==> src/rtl/risc8_uart_pkg.sv <==
// Shared constants and the state encoding used by both directions of the risc8 8N1 UART.
// Pure declarations, no logic.
package risc8_uart_pkg;
  localparam int   DATA_BITS = 8;
  localparam logic STOP_BIT  = 1'b1;
  localparam logic LINE_IDLE = 1'b1;

  typedef enum logic [1:0] {IDLE, START, DATA, STOP} uart_state_t;
endpackage

==> src/rtl/risc8_uart_baud_timer.sv <==
// Down-counting bit timer: load N, tick is high in the cycle the count reaches zero (N+1 cycles after load).
// Holds at zero until reloaded; the owning FSM decides when a tick is meaningful.
module risc8_uart_baud_timer
  import risc8_uart_pkg::*;
(
  input  logic       clk,
  input  logic       reset,
  input  logic       load,
  input  logic [7:0] load_val,
  output logic       tick
);

  logic [7:0] cnt;

  always_ff @(posedge clk) begin
    if (!reset) begin
      cnt <= 8'd0;
    end else if (load) begin
      cnt <= load_val;
    end else if (cnt != 8'd0) begin
      cnt <= cnt - 8'd1;
    end
  end

  assign tick = (cnt == 8'd0);

endmodule

==> src/rtl/risc8_uart.sv <==
// Byte-wide 8N1 UART: strobe-fed transmitter with a ready flag, receiver with strobe/frame-error pulses.
// Start bit appears the cycle after tx_strobe; strobes while busy are dropped, nothing is queued.
module risc8_uart
  import risc8_uart_pkg::*;
(
  input  logic       clk,
  input  logic       reset,
  input  logic [7:0] baud_div,
  input  logic       tx_strobe,
  input  logic [7:0] tx_data,
  output logic       tx_ready,
  output logic       tx_out,
  input  logic       rx_in,
  output logic       rx_strobe,
  output logic [7:0] rx_data,
  output logic       rx_frame_err
);

  // ---------------- transmitter ----------------
  uart_state_t tx_state, tx_state_nx;
  logic [7:0]  tx_div, tx_shift, tx_load_val;
  logic [3:0]  tx_idx;
  logic        tx_load, tx_tick;

  risc8_uart_baud_timer u_tx_timer (
    .clk      (clk),
    .reset    (reset),
    .load     (tx_load),
    .load_val (tx_load_val),
    .tick     (tx_tick)
  );

  always_ff @(posedge clk) begin
    if (!reset) begin
      tx_state <= IDLE;
      tx_div   <= 8'd0;
      tx_shift <= 8'd0;
      tx_idx   <= 4'd0;
    end else begin
      tx_state <= tx_state_nx;
      if (tx_state == IDLE && tx_strobe) begin
        tx_div   <= baud_div;
        tx_shift <= tx_data;
        tx_idx   <= 4'd0;
      end else if (tx_state == DATA && tx_tick) begin
        tx_shift <= {1'b0, tx_shift[7:1]};
        tx_idx   <= tx_idx + 4'd1;
      end
    end
  end

  always_comb begin
    tx_state_nx = tx_state;
    tx_load     = 1'b0;
    tx_load_val = tx_div;
    tx_ready    = 1'b0;
    tx_out      = LINE_IDLE;
    case (tx_state)
      IDLE: begin
        tx_ready = 1'b1;
        if (tx_strobe) begin
          tx_state_nx = START;
          tx_load     = 1'b1;
          tx_load_val = baud_div;
        end
      end
      START: begin
        tx_out = 1'b0;
        if (tx_tick) begin
          tx_state_nx = DATA;
          tx_load     = 1'b1;
        end
      end
      DATA: begin
        tx_out = tx_shift[0];
        if (tx_tick) begin
          tx_load = 1'b1;
          if (tx_idx == 4'(DATA_BITS - 1)) tx_state_nx = STOP;
        end
      end
      STOP: begin
        tx_out = STOP_BIT;
        if (tx_tick) tx_state_nx = IDLE;
      end
      default: tx_state_nx = IDLE;
    endcase
  end

  // ---------------- receiver ----------------
  uart_state_t rx_state, rx_state_nx;
  logic [7:0]  rx_div, rx_shift, rx_load_val, rx_half_m1;
  logic [3:0]  rx_idx;
  logic        rx_load, rx_tick;
  logic        rx_s1, rx_s2, rx_prev, rx_fall;

  risc8_uart_baud_timer u_rx_timer (
    .clk      (clk),
    .reset    (reset),
    .load     (rx_load),
    .load_val (rx_load_val),
    .tick     (rx_tick)
  );

  assign rx_fall    = rx_prev & ~rx_s2;
  // ((baud_div+1)>>1)-1 without a 9-bit intermediate; only used when baud_div != 0
  assign rx_half_m1 = (baud_div - 8'd1) >> 1;

  always_ff @(posedge clk) begin
    if (!reset) begin
      rx_s1        <= LINE_IDLE;
      rx_s2        <= LINE_IDLE;
      rx_prev      <= LINE_IDLE;
      rx_state     <= IDLE;
      rx_div       <= 8'd0;
      rx_shift     <= 8'd0;
      rx_idx       <= 4'd0;
      rx_data      <= 8'd0;
      rx_strobe    <= 1'b0;
      rx_frame_err <= 1'b0;
    end else begin
      rx_s1        <= rx_in;
      rx_s2        <= rx_s1;
      rx_prev      <= rx_s2;
      rx_state     <= rx_state_nx;
      rx_strobe    <= 1'b0;
      rx_frame_err <= 1'b0;
      if (rx_state == IDLE && rx_fall) begin
        rx_div <= baud_div;
        rx_idx <= 4'd0;
      end
      if (rx_state == DATA && rx_tick) begin
        rx_shift <= {rx_s2, rx_shift[7:1]};
        rx_idx   <= rx_idx + 4'd1;
      end
      if (rx_state == STOP && rx_tick) begin
        if (rx_s2 == STOP_BIT) begin
          rx_data   <= rx_shift;
          rx_strobe <= 1'b1;
        end else begin
          rx_frame_err <= 1'b1;
        end
      end
    end
  end

  always_comb begin
    rx_state_nx = rx_state;
    rx_load     = 1'b0;
    rx_load_val = rx_div;
    case (rx_state)
      IDLE: begin
        if (rx_fall) begin
          rx_load = 1'b1;
          // T=1 has no half-bit wait: the edge cycle itself is the start-bit sample
          if (baud_div == 8'd0) begin
            rx_state_nx = DATA;
            rx_load_val = 8'd0;
          end else begin
            rx_state_nx = START;
            rx_load_val = rx_half_m1;
          end
        end
      end
      START: begin
        if (rx_tick) begin
          if (rx_s2) begin
            rx_state_nx = IDLE;
          end else begin
            rx_state_nx = DATA;
            rx_load     = 1'b1;
          end
        end
      end
      DATA: begin
        if (rx_tick) begin
          rx_load = 1'b1;
          if (rx_idx == 4'(DATA_BITS - 1)) rx_state_nx = STOP;
        end
      end
      STOP: begin
        if (rx_tick) rx_state_nx = IDLE;
      end
      default: rx_state_nx = IDLE;
    endcase
  end

endmodule

==> config.mk <==
export PLATFORM = sky130hd
export DESIGN_NAME = risc8_uart
export DESIGN_NICKNAME = d
export VERILOG_FILES = /design/src/rtl/risc8_uart_pkg.sv /design/src/rtl/risc8_uart_baud_timer.sv /design/src/rtl/risc8_uart.sv
export SDC_FILE = /design/constraint.sdc
export NUM_CORES = 1
export LEC_CHECK = 0
export ABC_AREA = 1
export BUFFER_PORTS_ARGS = -buffer_cell sky130_fd_sc_hd__clkbuf_2
export CAP_MARGIN = 20
export CELL_PAD_IN_SITES_DETAIL_PLACEMENT = 0
export CELL_PAD_IN_SITES_GLOBAL_PLACEMENT = 1
export CORE_MARGIN = 1.5
export CORE_UTILIZATION = 40
export CTS_BUF_LIST = sky130_fd_sc_hd__clkbuf_4 sky130_fd_sc_hd__clkbuf_8
export CTS_CLUSTER_SIZE = 16
export DETAILED_ROUTE_END_ITERATION = 10
export PLACE_DENSITY = 0.82
export RECOVER_POWER = 25
export SLEW_MARGIN = 15
export SYNTH_ARGS = -nofsm -noshare
export SYNTH_HDL_FRONTEND = slang
export SYNTH_SLANG_ARGS = --single-unit
==> constraint.sdc <==
create_clock -name clk -period 1.9 [get_ports clk]
set_input_delay 0.38 -clock clk [delete_from_list [all_inputs] [get_ports clk]]
set_output_delay 0.38 -clock clk [all_outputs]
set_load 0.03 [all_outputs]
==> results of run 1 <==
-- power by group through the flow --
| stage | Sequential (mW) | Clock, mW | Combinational [mW] |
|---|---|---|---|
| 2_1_floorplan | 2.01 | 0 | 2.04 |
| 3_3_place_gp | 2.04 | 0 | 2.42 |
| 3_5_place_dp | 2.04 | 0 | 2.46 |
| 4_1_cts | 2.01 | 1.23 | 2.51 |
| 5_1_grt | 2.06 | 1.29 | 2.86 |
| 6_report | 2.03 | 1.19 | 2.51 |
-- synthesized netlist by cell type (5+ instances only) --
| master | count |
|---|---|
| o21a_1 | 8 |
| dfxtp_1 | 73 |
| nand2_2 | 7 |
| a21oi_1 | 38 |
| o21ai_0 | 37 |
| a31oi_1 | 7 |
| o21ai_1 | 5 |
| inv_2 | 5 |
| ha_1 | 12 |
| clkbuf_1 | 6 |
| inv_1 | 50 |
| nor2_1 | 45 |
| xor2_1 | 8 |
| buf_6 | 5 |
| nand3_1 | 34 |
| nand2_1 | 107 |
-- per-layer routing --
layer	vias up	part of all wire, %
met2	64	44
met5	-	0
met3	11	3.5
li1	1640	-
met1	1438	51
met4	0	1.7
-- cells in the final DEF (no fill, tap or decap), drive strengths merged, types with 2 or more instances in the layout --
cell,n
a21oi,40
a31oi,7
buf,6
clkbuf,43
clkinv,6
dfxtp,73
ha,12
inv,55
nand2,116
nand3,36
nand4,3
nor2,51
o211ai,2
o21a,8
o21ai,43
o31ai,2
or2,8
xnor2,4
xor2,8
-- how the worst max path moves through the flow --
stage / end / slack, ns
detailed placement: u_tx_timer.cnt[2]$_SDFFE_PN0P_ / 0.21
global placement: u_tx_timer.cnt[1]$_SDFFE_PN0P_ / 0.24
floorplan: u_tx_timer.cnt[7]$_SDFFE_PN0P_ / 0.16
global route: tx_out / 0.0006
CTS: tx_out / 0.0004
finish: tx_out / 0.07
-- per-stage QoR --
step	cells	util, %	power (mW)	worst slack, ns	hold WS, ns
after floorplan	487	-	4.05	0.158	0.393
after global placement	620	44.1	4.46	0.240	0.414
after detailed placement	620	44.1	4.51	0.206	0.407
after CTS	635	46.4	5.75	0.000355	0.210
after global routing	635	46.3	6.21	0.000630	0.209
final	635	46.3	5.73	0.0675	0.224
-- layout make-up --
cell class / instances / area, um^2 / share of cell area, %
clock buffers: 10 / 131 / 3.27
clock inverters: 5 / 57.6 / 1.43
inverters: 57 / 215 / 5.35
multi-input cells: 343 / 1810 / 45.0
flip-flops and latches: 73 / 1470 / 36.5
well taps: 108 / 135 / 3.36
repair buffers: 39 / 203 / 5.04
-- worst register-to-register path, cell delays in order, from the launching register on --
cell,delay [ns]
dfxtp_2,0.34
inv_2,0.09
ha_1,0.23
nand2_2,0.14
inv_2,0.25
o21ai_0,0.17
or2_2,0.31
a21oi_1,0.11
-- cell families (layout without fill, tap and decap cells) --
group                    after synthesis  count (layout)  synth area share [%]
AND/OR/NAND/NOR                      215             215                  26.9
flip-flops                            73              73                  40.9
AO/OA/AOI/OAI                        104             104                  16.3
buffers and inverters                 71             111                  8.78
adder cells (fa/ha/maj)               12              12                  4.20
XOR/XNOR                              12              12                  2.94
-- flip-flops by register name, summed over array words and instances (netlist names), 2 cells and up --
signal          count
rx_data             8
rx_div              8
rx_shift            8
tx_div              8
tx_shift            8
u_rx_timer.cnt      8
u_tx_timer.cnt      8
rx_idx              4
tx_idx              4
rx_state            2
tx_state            2
-- timing repair --
item	4_1_cts	5_1_grt
resized for setup	4	5
hold endpoints to repair	0	0
setup buffers	0	0
endpoints found under the setup margin	1	1
==> impl_metrics.json, run 1 <==
{
  "async_flop_share_pct": 0,
  "yosysWarnings": 0,
  "grt_pass1_wl_um": 13100,
  "grt.total_usage_pct": 16.7,
  "antennaDiodeCount": 0,
  "timing.setup.tns_ns": 0,
  "comb_power_share_pct": 43.8,
  "crit_required_ns": 1.52,
  "critPathTopFamily": "simple AND/OR/NAND/NOR gates",
  "top_usage_layer": "met2",
  "syn_inst": 487,
  "clockBufferDepth": 2,
  "grt_pass1_vias": 2905,
  "area_delta_synth_final_pct": 12.4,
  "synth_top_area_share_pct": 40.9,
  "reg2reg_slack_ns": 0.21,
  "switching_share_pct": 40.5,
  "initial_core_util_pct": 41.2,
  "max_stage_delay_ns": 0.35,
  "irDropWorstVdd_v": 0.000457,
  "finalHoldViolCount": 0,
  "grt_use_met1_pct": 23.1,
  "synth_fp_nets": 519,
  "port_buffers": 31,
  "met2_usage_pct": 25.5,
  "worstSetupStartpoint": "tx_state[0]$_SDFFE_PN0P_",
  "start_kind": "flop",
  "drc_errors": 0,
  "relSlewSlack_pct": 45.1,
  "synth.area.top_cells": "dfxtp_1 (41%), nand2_1 (11%), a21oi_1 (5.3%), inv_1 (5.2%), o21ai_0 (5.2%)",
  "setup_violations": 0,
  "placed_area_mm2": 0.00383,
  "skew_ns": 0.00952,
  "path_class": "reg -> out",
  "status": "finished clean",
  "dpl.hpwl_um": 5640,
  "htreeDepth": 3,
  "coreArea_mm2": 0.00868,
  "final_area_mm2": 0.00402,
  "hold_depth": 2,
  "p_leak_nw": 1.69,
  "dieHeight_um": 97.6,
  "worst_pin_slew_ns": 0.824,
  "seq_area_frac_synth_pct": 40.9,
  "cts-hold-fix-buffers": 0,
  "rows": 34,
  "synth_area_per_cell_um2": 7.34,
  "hold_end": "rx_s1$_SDFF_PN1_",
  "p_per_area_mw_per_mm2": 1430,
  "min_from": "rx_in",
  "n_fill_cell": 906,
  "fmax_ghz": 0.546,
  "power.internal_mw": 3.41,
  "synth_ff_type": "dfxtp_1",
  "worst_r2r_endpoint": "u_tx_timer.cnt[2]$_SDFFE_PN0P_",
  "gp_congestion": 0.867,
  "hold_path_class": "in -> reg",
  "routed_wirelength_um": 7730,
  "clk_latency_ns": 0.34,
  "root_buffer": "clkbuf_8",
  "detail-route-antenna-nets": 0,
  "numClockSinks": 73,
  "crit_slowest_cell": "dfxtp_2",
  "drive_gt1_share_pct": 14.4,
  "rsz0062_at_grt": "false",
  "finalCriticalPeriod_ns": 1.83,
  "die_area_mm2": 0.00952,
  "synth_top_cell_by_area": "dfxtp_1",
  "drv_slew": 0,
  "via_per_inst": 4.97,
  "firstDrtPassIters": 6,
  "p_clk_share_pct": 20.8,
  "p_switching_mw": 2.32,
  "pwr-share-seq_pct": 35.4,
  "drtIter0Drc": 150,
  "synth_area_mm2": 0.00358,
  "gr-usage-met3_pct": 2.95,
  "cts_tree": "built",
  "overflow": 0,
  "path_buf_inv": 2,
  "path_cells": "inv_2 > ha_4 > or2_2 > nand2_1 > clkbuf_8",
  "yosys.cell_types.count": 38,
  "fin_nets": 555,
  "antenna_found_initial": 0,
  "clkTransAtPathRegs_ns": 0.08,
  "ys_ff_latch": 73,
  "path_depth": 5,
  "synth-edff-count": 0,
  "die_w_um": 97.6,
  "path_max_fanout": 5,
  "boundaryPins": 32,
  "wl_per_cell_um": 12.2,
  "vias": 3153,
  "cts_buffers": 9,
  "reg2reg_from": "tx_state[0]$_SDFFE_PN0P_",
  "drv_cap": 0,
  "critPathCaptureType": "primary output",
  "cp.arrival_ns": 1.45,
  "grt_max_degree": 23,
  "finalCritPeriodShare_pct": 96.4,
  "r2r_cells": 7
}
Power figures use the tool's default switching activity.
==> run 2: changes to the inputs <==
- CELL_PAD_IN_SITES_DETAIL_PLACEMENT: 0 -> default
- CELL_PAD_IN_SITES_GLOBAL_PLACEMENT: 1 -> default
- PLACE_DENSITY: 0.82 -> 0.65
==> run 2 against run 1 <==
  * Critical path depth is the same
  * Highest routed layer unchanged
  * Largest cell class unchanged
  * Clock skew increased by 0.0028 ns
  * Hold slack worse by 0.012 ns
  * Critical endpoint unchanged
  * Sequential share of layout area about the same
  * Worst setup slack gained 0.0014 ns
==> impl_metrics.json, run 2 (synthesis gave the netlist of run 1 again) <==
{
  "status": "finished clean",
  "clkTransAtPathRegs_ns": 0.08,
  "routed_wirelength_um": 7550,
  "grt_pass1_wl_um": 13400,
  "pwr-share-seq_pct": 35.6,
  "crit_required_ns": 1.52,
  "grt_max_degree": 23,
  "vias": 3133,
  "start_kind": "flop",
  "cp.arrival_ns": 1.45,
  "drive_gt1_share_pct": 14.6,
  "port_buffers": 31,
  "fin_nets": 556,
  "grt_pass1_vias": 3045,
  "relSlewSlack_pct": 42.3,
  "p_switching_mw": 2.39,
  "finalCriticalPeriod_ns": 1.83,
  "coreArea_mm2": 0.00868,
  "hold_ws_ns": 0.213,
  "die_w_um": 97.6,
  "layout_commonest_cell": "nand2_1",
  "wl_per_cell_um": 11.9,
  "switching_share_pct": 42.0,
  "setup_ws_ns": 0.0689,
  "antennaDiodeCount": 0,
  "firstDrtPassIters": 4,
  "dpl.hpwl_um": 5500,
  "clk_latency_ns": 0.36,
  "drtIter0Drc": 121,
  "dp_slack_ns": 0.208,
  "htreeDepth": 3,
  "via_per_inst": 4.92,
  "drv_slew": 0,
  "irDropWorstVdd_v": 0.000409,
  "p_clk_share_pct": 20.3,
  "numClockSinks": 73,
  "power.internal_mw": 3.29,
  "dp_cells": 619,
  "drc_errors": 0,
  "path_cells": "inv_1 > ha_2 > or2_2 > nand2_2 > buf_8",
  "critPathCaptureType": "primary output",
  "initial_core_util_pct": 41.2,
  "cts_buffers": 9,
  "drv_cap": 0,
  "boundaryPins": 32,
  "grt.total_usage_pct": 17.0,
  "worst_pin_slew_ns": 0.866,
  "n_fill_cell": 911,
  "p_leak_nw": 1.68,
  "path_class": "reg -> out",
  "clockBufferDepth": 2,
  "path_max_fanout": 3,
  "comb_power_share_pct": 44.1,
  "p_per_area_mw_per_mm2": 1420,
  "fmax_ghz": 0.546,
  "layoutNonFillerInstCount": 637,
  "area_delta_synth_final_pct": 12.1,
  "finalCritPeriodShare_pct": 96.4,
  "crit_slowest_cell": "dfxtp_2",
  "antenna_found_initial": 0,
  "gp_congestion": 0.933,
  "layout_common_cells": "nand2_1 (106), dfxtp_1 (71), inv_1 (50), nor2_1 (45), a21oi_1 (38)",
  "cts_tree": "built",
  "die_area_mm2": 0.00952,
  "root_buffer": "clkbuf_8",
  "hold_path_class": "in -> reg",
  "rsz0062_at_grt": "false",
  "dieHeight_um": 97.6,
  "finalHoldViolCount": 0,
  "skew_ns": 0.0123,
  "overflow": 0,
  "max_stage_delay_ns": 0.34,
  "timing.setup.tns_ns": 0,
  "setup_violations": 0,
  "p_total_mw": 5.67,
  "detail-route-antenna-nets": 0,
  "rows": 34
}
## run 2: changes by cell type in the layout (fill, tap and decap cells not counted), moves of 2 or more
cell	previous run	this run
inv_6	0	4
clkinv_2	3	1
clkinvlp_4	0	2
inv_1	48	50
inv_2	7	5
## run 2: final timing paths
check / start / endpoint / slack (ns) / cells past startpoint
worst min register to register: rx_s1$_SDFF_PN1_ / rx_s2$_SDFF_PN1_ / 0.42 / 1
worst min-delay path: rx_in / rx_s1$_SDFF_PN1_ / 0.21 / 2
worst max register to register: u_rx_timer.cnt[1]$_SDFFE_PN0P_ / u_rx_timer.cnt[4]$_SDFFE_PN0P_ / 0.21 / 10
worst max-delay path: tx_state[0]$_SDFFE_PN0P_ / tx_out / 0.07 / 5
## run 2: area by class of cell
| cell class | count | area (um^2) | area share (%) |
|---|---|---|---|
| clock buffer | 9 | 124 | 3.09 |
| clock inverter | 7 | 58.8 | 1.47 |
| inverter | 57 | 215 | 5.37 |
| multi-input combinational | 343 | 1810 | 45.0 |
| sequential | 73 | 1460 | 36.5 |
| tap | 108 | 135 | 3.37 |
| timing repair buffer | 40 | 208 | 5.18 |
## run 2: power by group through the flow
stage | registers, mW | clock network (mW) | logic, mW
6_report | 2.02 | 1.15 | 2.50
5_1_grt | 2.06 | 1.24 | 2.88
4_1_cts | 2.01 | 1.18 | 2.48
3_5_place_dp | 2.04 | 0 | 2.43
3_3_place_gp | 2.04 | 0 | 2.38
2_1_floorplan | 2.01 | 0 | 2.04
## run 2: per-layer routing
metal  share of wire (%)  track usage (%)  vias up
met1                  52             22.5     1413
met4                 2.1             7.25        0
met3                 3.7             3.31       17
li1                    -                -     1647
met5                   0                0        -
met2                  43             26.8       56
## run 2: critical path: cells and delay by family (launching register included)
family / cells / cell delay (ns)
fa+ha+maj: 1 / 0.18
buf+inv: 2 / 0.19
simple gates: 2 / 0.39
flops: 1 / 0.34
## run 2: repair_timing
action | 4_1_cts | 5_1_grt
setup endpoints to repair | 1 | 1
hold buffers | 0 | 0
hold endpoints to repair | 0 | 0
gates resized for setup | 4 | 3
buffers inserted | 1 | 1
## run 2: per-stage QoR
step                utilization [%]  cell area, um^2
floorplan                         -             3580
global placement               44.0             3820
detailed placement             44.0             3820
CTS                            46.4             4020
global route                   46.2             4010
finish                         46.2             4010
